`src/rtl/polling_pkg.sv`:
```
// Shared polling-booth definitions: ballot FSM states, candidate count and the
// counter width/saturation used by the vote and ballot statistics counters.
package polling_pkg;

   localparam int NUM_CAND = 3;
   localparam int CNT_W    = 32;

   localparam logic [CNT_W-1:0] STATS_SAT = {CNT_W{1'b1}};

   typedef enum logic [1:0] {
      IDLE    = 2'd0,
      ARMED   = 2'd1,
      CAST    = 2'd2,
      RELEASE = 2'd3
   } vote_state_t;

   // Saturating increment; statistics must stick at all-ones rather than wrap.
   function automatic logic [CNT_W-1:0] sat_inc(input logic [CNT_W-1:0] value);
      sat_inc = (value == STATS_SAT) ? value : value + CNT_W'(1);
   endfunction

endpackage

```
`src/rtl/vote_debounce.sv`:
```
// One candidate button: 2-flop synchroniser, debounce counter and a registered
// rising-edge pulse aligned with the delayed level it reports.
module vote_debounce
   import polling_pkg::*;
#(
   parameter int DEBOUNCE_CYCLES = 16
) (
   input  logic clk,
   input  logic rst,
   input  logic raw,
   output logic level,
   output logic rise
);

   logic        sync_1;
   logic        sync_2;
   logic        deb;
   logic        deb_d;
   logic [15:0] cnt;

   always_ff @(posedge clk) begin
      if (rst) begin
         sync_1 <= 1'b0;
         sync_2 <= 1'b0;
         deb    <= 1'b0;
         deb_d  <= 1'b0;
         rise   <= 1'b0;
         cnt    <= '0;
      end else begin
         sync_1 <= raw;
         sync_2 <= sync_1;
         deb_d  <= deb;
         rise   <= deb & ~deb_d;
         if (sync_2 == deb) begin
            cnt <= '0;
         end else if (cnt == 16'(DEBOUNCE_CYCLES - 1)) begin
            deb <= ~deb;
            cnt <= '0;
         end else begin
            cnt <= cnt + 16'd1;
         end
      end
   end

   // Report the delayed level so it lines up with the registered rise pulse.
   assign level = deb_d;

endmodule

```
`src/rtl/vote_capture.sv`:
```
// Polling-booth front end: arms one ballot per official press, emits one vote
// pulse per valid ballot. Optional counters: VOTE_CAPTURE_BALLOT_STATS_EN.
module vote_capture
   import polling_pkg::*;
#(
   parameter int DEBOUNCE_CYCLES = 16,
   parameter int TIMEOUT_CYCLES  = 1024
) (
   input  logic clk,
   input  logic rst,
   input  logic i_ballot_arm,
   input  logic i_candidate_1,
   input  logic i_candidate_2,
   input  logic i_candidate_3,
   input  logic i_over,
   output logic o_vote_1,
   output logic o_vote_2,
   output logic o_vote_3,
   output logic o_armed,
   output logic o_invalid,
   output logic o_timeout
`ifdef VOTE_CAPTURE_BALLOT_STATS_EN
   ,
   output logic [CNT_W-1:0] o_ballots_cast,
   output logic [CNT_W-1:0] o_ballots_invalid,
   output logic [CNT_W-1:0] o_ballots_timeout
`endif
);

   logic                arm_s1, arm_s2, arm_d;
   logic                over_s1, over_s2;
   logic [NUM_CAND-1:0] cand_raw, cand_lvl, cand_rise;
   logic [NUM_CAND-1:0] cast_sel, cast_sel_n;
   vote_state_t         state, state_n;
   logic [CNT_W-1:0]    tcnt, tcnt_n;
   logic                arm_rise, press_any, press_bad;
   logic                invalid_n, timeout_n;

   assign cand_raw = {i_candidate_3, i_candidate_2, i_candidate_1};

   for (genvar g = 0; g < NUM_CAND; g++) begin : g_cand
      vote_debounce #(.DEBOUNCE_CYCLES(DEBOUNCE_CYCLES)) u_debounce (
         .clk   (clk),
         .rst   (rst),
         .raw   (cand_raw[g]),
         .level (cand_lvl[g]),
         .rise  (cand_rise[g])
      );
   end

   // The arm button is only synchronised and edge-detected; the official's press is trusted.
   always_ff @(posedge clk) begin
      if (rst) begin
         arm_s1  <= 1'b0;
         arm_s2  <= 1'b0;
         arm_d   <= 1'b0;
         over_s1 <= 1'b0;
         over_s2 <= 1'b0;
      end else begin
         arm_s1  <= i_ballot_arm;
         arm_s2  <= arm_s1;
         arm_d   <= arm_s2;
         over_s1 <= i_over;
         over_s2 <= over_s1;
      end
   end

   assign arm_rise  = arm_s2 & ~arm_d;
   assign press_any = |cand_rise;
   assign press_bad = ($countones(cand_rise) > 1) || (|(cand_lvl & ~cand_rise));

   always_comb begin
      state_n    = state;
      tcnt_n     = tcnt;
      cast_sel_n = cast_sel;
      invalid_n  = 1'b0;
      timeout_n  = 1'b0;
      if (over_s2) begin
         state_n = IDLE;
      end else begin
         case (state)
            IDLE: begin
               if (arm_rise) begin
                  state_n = ARMED;
                  tcnt_n  = '0;
               end
            end
            ARMED: begin
               tcnt_n = tcnt + CNT_W'(1);
               if (press_any) begin
                  if (press_bad) begin
                     state_n   = RELEASE;
                     invalid_n = 1'b1;
                  end else begin
                     state_n    = CAST;
                     cast_sel_n = cand_rise;
                  end
               end else if (tcnt == CNT_W'(TIMEOUT_CYCLES - 1)) begin
                  state_n   = IDLE;
                  timeout_n = 1'b1;
               end
            end
            CAST:    state_n = RELEASE;
            RELEASE: if (cand_lvl == '0) state_n = IDLE;
            default: state_n = IDLE;
         endcase
      end
   end

   always_ff @(posedge clk) begin
      if (rst) begin
         state     <= IDLE;
         tcnt      <= '0;
         cast_sel  <= '0;
         o_invalid <= 1'b0;
         o_timeout <= 1'b0;
      end else begin
         state     <= state_n;
         tcnt      <= tcnt_n;
         cast_sel  <= cast_sel_n;
         o_invalid <= invalid_n;
         o_timeout <= timeout_n;
      end
   end

   assign o_armed  = (state == ARMED);
   assign o_vote_1 = (state == CAST) & cast_sel[0];
   assign o_vote_2 = (state == CAST) & cast_sel[1];
   assign o_vote_3 = (state == CAST) & cast_sel[2];

`ifdef VOTE_CAPTURE_BALLOT_STATS_EN
   // CAST is only ever entered from ARMED, so state_n == CAST marks a new ballot.
   always_ff @(posedge clk) begin
      if (rst) begin
         o_ballots_cast    <= '0;
         o_ballots_invalid <= '0;
         o_ballots_timeout <= '0;
      end else begin
         if (state_n == CAST) o_ballots_cast    <= sat_inc(o_ballots_cast);
         if (invalid_n)       o_ballots_invalid <= sat_inc(o_ballots_invalid);
         if (timeout_n)       o_ballots_timeout <= sat_inc(o_ballots_timeout);
      end
   end
`endif

endmodule

```
`config.mk`:
```
export PLATFORM = sky130hd
export DESIGN_NAME = vote_capture
export DESIGN_NICKNAME = d
export VERILOG_FILES = /design/src/rtl/polling_pkg.sv /design/src/rtl/vote_debounce.sv /design/src/rtl/vote_capture.sv
export SDC_FILE = /design/constraint.sdc
export NUM_CORES = 1
export LEC_CHECK = 0
export CORE_MARGIN = 2
export CORE_UTILIZATION = 55
export CTS_CLUSTER_DIAMETER = 30
export DETAILED_ROUTE_END_ITERATION = 12
export PLACE_DENSITY = 0.77
export SLEW_MARGIN = 5
export SYNTH_ARGS = -nofsm -noshare
export SYNTH_HDL_FRONTEND = slang
export SYNTH_SLANG_ARGS = --single-unit
export TNS_END_PERCENT = 10
```
`constraint.sdc`:
```
create_clock -name clk -period 1.8 [get_ports clk]
set_input_delay 0.36 -clock clk [delete_from_list [all_inputs] [get_ports clk]]
set_output_delay 0.36 -clock clk [all_outputs]
set_load 0.02 [all_outputs]
```
# Yosys cells after proc, flatten, opt, wreduce, memory -nomap -nowiden
# Index checks and enable logic that the tools add are counted.
# totals
register_bits,107
in_bits,7
out_inout_bits,6
word_cells,99
# op_classes
addsub,6
order_cmp,1
eq_ne,13
mux,10
bitwise_logic,23
reduce_logical,18
# op_table
cell,n
one-hot mux 32 bit (2 select lines),1
"adder 16 x 1 -> 16 bit, second input constant",3
"equality test 16 x 4 -> 1 bit, second input constant",3
"adder 32 x 1 -> 32 bit, second input constant",1
"equality test 32 x 10 -> 1 bit, second input constant",1
2-to-1 mux 32 bit,1
OR reduction 3 bit,5
NOT 1 bit,14
2-to-1 mux 2 bit,4
one-hot mux 2 bit (4 select lines),1
bitwise AND 1 bit,7
AND reduction 2 bit,3
AND reduction 3 bit,2
OR reduction 6 bit,1
"equality test 2 bit, second input constant",2
"inequality test 2 bit, second input constant",2
AND reduction 4 bit,1
OR reduction 4 bit,1
adder 2 x 1 -> 3 bit,1
bitwise AND 3 bit,1
equality test 1 bit,3
"> comparator 3 x 1 -> 1 bit, second input constant",1
zero test 3 bit,1
2-to-1 mux 1 bit,3
8 further kinds,8

# Longest topological paths before layout
# depth
ltp_word,7
ltp_mapped,7
ltp_nobuf,5

# Cells and area by module
# From an unflattened synthesis, not the netlist that was laid out.
# unflattened
hier_cells,541
hier_area_um2,5019.8
# modules_own_cells
module,n_inst,cells_per_inst,area_per_inst_um2,seq_area_each_um2
vote_capture,1,264,2194.6,880.8
vote_debounce (g_cand[0].u_debounce ...),2,93,930.9,420.4
vote_debounce (g_cand[2].u_debounce),1,91,963.4,420.4

# Worst setup path before layout
# Ideal clock, no wire load.
# synth_timing
path_kind,register to register
start,register g_cand[0].u_debounce.rise
end,register state[0]
setup_ns,0.131
arrival_ns,1.737
t_required_ns,1.669
slack_ns,-0.068
stages_incl_launch_ff,6
n_path_buf,0
synth_period_minus_slack_ns,1.868
path_cell_list,dfxtp_1 ha_1 mux2_4 or4_4 a221oi_1 o22ai_1
# synth_via
elab_chain_len,7
word_cells_on_any_way,13
classes_between,add/sub: 2; order compare: 1; eq/ne: 1; mux: 3; bitwise: 2; reduce/logical: 4
# synth_rtl
element,line,text
start: declaration,vote_debounce.sv:12,output logic rise
start signal: assignment,vote_debounce.sv:33,rise <= deb & ~deb_d;
adder 1 x 1 -> 2 bit (not written as such) or NOT 3 bit (tied branches),vote_capture.sv:70,assign press_bad = ($countones(cand_rise) > 1) || (|(cand_lvl & ~cand_rise));
adder 2 x 1 -> 3 bit (not written as such) or bitwise AND 3 bit (tied branches),vote_capture.sv:70,
> comparator 3 x 1 -> 1 bit or OR reduction 3 bit (tied branches),vote_capture.sv:70,
logical OR 1 bit,vote_capture.sv:70,
2-to-1 mux 1 bit,vote_capture.sv:91,if (press_bad) begin
2-to-1 mux 2 bit,vote_capture.sv:90,if (press_any) begin
one-hot mux 2 bit (4 select lines),vote_capture.sv:81,case (state)
end signal: assignment,vote_capture.sv:118,state <= state_n;
end: declaration,vote_capture.sv:34,"vote_state_t state, state_n;"
# Several ways; a longest one is shown, not always the timed one.
# A chain may end at the register's enable or synchronous reset.

# Worst setup path after layout
# layout_timing
start,register g_cand[2].u_debounce.rise
end,register state[0]
# layout_via
elab_chain_len,7
word_cells_on_any_way,12
classes_between,add/sub: 1; order compare: 1; eq/ne: 1; mux: 3; bitwise: 2; reduce/logical: 4
# layout_rtl
element,line
start: declaration,vote_debounce.sv:12
start signal: assignment,vote_debounce.sv:33
branches (longest 7 deep; another with adder 2 x 1 -> 3 bit),--
# Parallel ways; which one is timed is not known.

==> metrics.csv <==
stage,metric,value,unit
outcome,outcome,"complete, but fails checks",
outcome,violations,setup timing,
worst_setup_path,reg2reg_to,state[0],
clock_tree,clk_path_buf_depth,2,
synth,ys_top_cells_by_count,"dfxtp_1, nor2_1, nand2_1, nor4_1, xor2_1",
clock_tree,cts_tree,done,
grt,antenna_found_initial,0,
finish,fin_nets,574,
finish,n_antenna_cell,0,
sta,worst_pin_slew,0.523,ns
worst_setup_path,end_kind,register,
floorplan,start_util,56.1,%
detailed_routing,vias,3881,
grt,grt_start_max_net_pins,32,
detailed_routing,drt_wl_total,8.96,mm
grt,grt-ovfl-total,0,
worst_hold_path,worstHoldPathType,register to register,
worst_setup_path,required,2.07,ns
power,peakVddDrop,0.502,mV
power,leakagePower,1.85,nW
detailed_routing,first_iter_violations,166,
synth,synth-compound-area-share,6.65,%
sta,setup_ws,-0.0735,ns
detailed_routing,dr.pass1.iters,4,
sta,holdWs,0.434,ns
worst_setup_path,arrival,2.15,ns
synth,ys_seq_area_share,44.5,%
sta,skew,0.0200,ns
clock_tree,clk_pin_slew,0.12,ns
clock_tree,cts_buffers,9,
synth,synth_xor_area_share,8.00,%
synth,muxShareOfSynthArea,4.05,%
worst_setup_path,critPathMaxFanout,5,
grt,grt_pass1_vias,3519,
detailed_routing,viasPerCell,5.75,
sta,rsz0062_at_grt,true,
worst_setup_path,r2r_slack,-0.07,ns
floorplan,pin_count,13,
synth,synth_cells,539,
floorplan,die_y,97.6,µm
synth,yosysUniqueCellTypes,46,
synth,synth_top_family_by_area,simple AND/OR/NAND/NOR gates,
synth,ys_ff_latch,107,
synth,ys.flop_type,dfxtp_1,
clock_tree,htreeDepth,3,
worst_setup_path,reg2reg_from,g_cand[2].u_debounce.rise,
detailed_routing,ant_nets,0,
power,power_density,753,nW/µm²
sta,fin_crit,1.87,ns
floorplan,die_w,97.6,µm
placement,place_congestion,0.806,
synth,yosysTopAreaCellShare,44.5,%
clock_tree,cts_sinks,107,
worst_hold_path,holdPathStages,1,
grt,track_usage,19.2,%
floorplan,core_area,8590,µm²
synth,synth.most_common_cell,dfxtp_1,
sta,final.setup.tns,-0.0735,ns
sta,slew-limit-headroom,65.0,%
synth,synth_fa_ha_area_share,1.30,%
grt,grt_pass1_wl,15.3,mm
clock_tree,clk_latency,0.39,ns
clock_tree,root_buffer,clkbuf_8,
finish,stdcell_area,5540,µm²
floorplan,die_area,9530,µm²
worst_setup_path,rr_worst_depth,5,
detailed_routing,drc,0,
synth,async_flop_share,0,%
floorplan,floorplan.rows,34,
power,p_total,4.17,mW
finish,drive_above_1_share,13.8,%
placement,place_hpwl,6.01,mm
synth,syn_nets,551,
synth,synth_edf_count,0,
worst_setup_path,critPathLaunch,g_cand[2].u_debounce.rise,
placement,post-place-ws,-0.111,ns
synth,synth_top_area_cell,dfxtp_1,
worst_setup_path,critPathCapture,state[0],
finish,syn_to_final_growth,15.0,%
job,maxCapViolCount,0,
detailed_routing,wire_per_inst,13.3,µm
synth,yosysWarnings,0,
sta,slew_violations,0,
placement,post_dp_cell_area,5170,µm²
worst_setup_path,worst_setup_path_start_kind,register,
sta,fmax,534,MHz
placement,port-buffer-count,12,
synth,syn_area,4820,µm²
worst_setup_path,path_class,register to register,
sta,finalCritPeriodShare,104,%
sta,setup_viol,1,
synth,synth_area_leaders,"dfxtp_1, nor4_1, xor2_1",
synth,synth_simple_gate_area_share,32.4,%
synth,syn_area_per_cell,8.94,µm²
clock_tree,cts.hold.buffers_added,0,
sta,hold_violations,0,
-- metrics by stage --
stage	util (%)	instances
finish	64.5	675
global placement	60.1	654
CTS	63.2	670
detailed placement	60.1	654
global route	64.5	675
floorplan	-	539
-- worst max-delay path: stages, from the launching register on --
cell      delay, ns
dfxtp_2        0.35
ha_4           0.23
mux2_4         0.27
or4_4          0.55
a221oi_2       0.27
o22ai_1        0.09
-- worst min-delay path by stage --
stage	from	endpoint	slack [ns]
2_1_floorplan	g_cand[2].u_debounce.level	g_cand[2].u_debounce.rise	0.40
3_3_place_gp	g_cand[1].u_debounce.sync_1	g_cand[1].u_debounce.sync_2	0.42
3_5_place_dp	g_cand[1].u_debounce.sync_1	g_cand[1].u_debounce.sync_2	0.43
4_1_cts	g_cand[0].u_debounce.level	g_cand[0].u_debounce.rise	0.44
5_1_grt	g_cand[0].u_debounce.level	g_cand[0].u_debounce.rise	0.45
6_report	g_cand[2].u_debounce.level	g_cand[2].u_debounce.rise	0.43
-- where the power goes --
part           internal [mW]  leakage, nW  switching [mW]
Sequential              2.39        0.867          0.0164
Combinational         0.0852        0.871           0.118
Clock                  0.594        0.112           0.968
-- final cells by class --
type | instances | area, µm²
Fill cell | 694 | 3050
Multi-Input combinational cell | 400 | 2650
Sequential cell | 107 | 2150
Timing Repair Buffer | 35 | 342
Tap cell | 108 | 135
Clock buffer | 9 | 124
Clock inverter | 7 | 104
Inverter | 9 | 33.8
-- layout by cell type, fill, tap and decap left out, types with 4 or more instances in the layout --
master	n
or4_1	10
dfxtp_1	101
buf_12	4
nor4_1	29
nor2b_1	20
clkdlybuf4s50_1	8
nor3_1	7
nand2b_1	16
dfxtp_2	6
and3_1	12
nor4_2	7
nand4_1	22
ha_1	4
mux2i_1	18
and4_1	9
or3_1	10
clkbuf_8	9
nand3_1	22
nand2_1	36
xor2_1	24
xnor2_1	20
nor2_1	54
inv_1	9
a21oi_1	21
o31ai_1	11
o21ai_0	10
and2_1	6
buf_4	19
-- routing by layer --
metal	track usage [%]	part of all wire, %	up-vias
met5	0	0	-
met4	6.84	1.8	0
met3	4.89	2.9	17
met2	30.9	47	55
met1	24.9	49	1820
li1	-	-	1989
-- sequential cells by signal, indices dropped and copies added, names as in the netlist, 3 cells and up, named ones only --
name                      flops
tcnt                         32
g_cand.u_debounce.rise        3
g_cand.u_debounce.deb         3
cast_sel                      3
g_cand.u_debounce.level       3
g_cand.u_debounce.sync_1      3
g_cand.u_debounce.cnt        48
g_cand.u_debounce.sync_2      3
-- logic make-up after synthesis --
| family | count (synthesis) |
|---|---|
| adder cells (fa/ha/maj) | 5 |
| AND/OR/NAND/NOR | 277 |
| multiplexers | 19 |
| AO/OA/AOI/OAI | 53 |
| flip-flops | 107 |
| buffers and inverters | 34 |
| XOR/XNOR | 44 |
-- what timing repair did --
item	in CTS	in global routing
pin swaps	4	5
gates resized for setup	20	16
setup buffers	0	3
gates cloned	0	2
setup endpoints to repair	20	46
No activity file was read; power rests on OpenSTA's default activity.
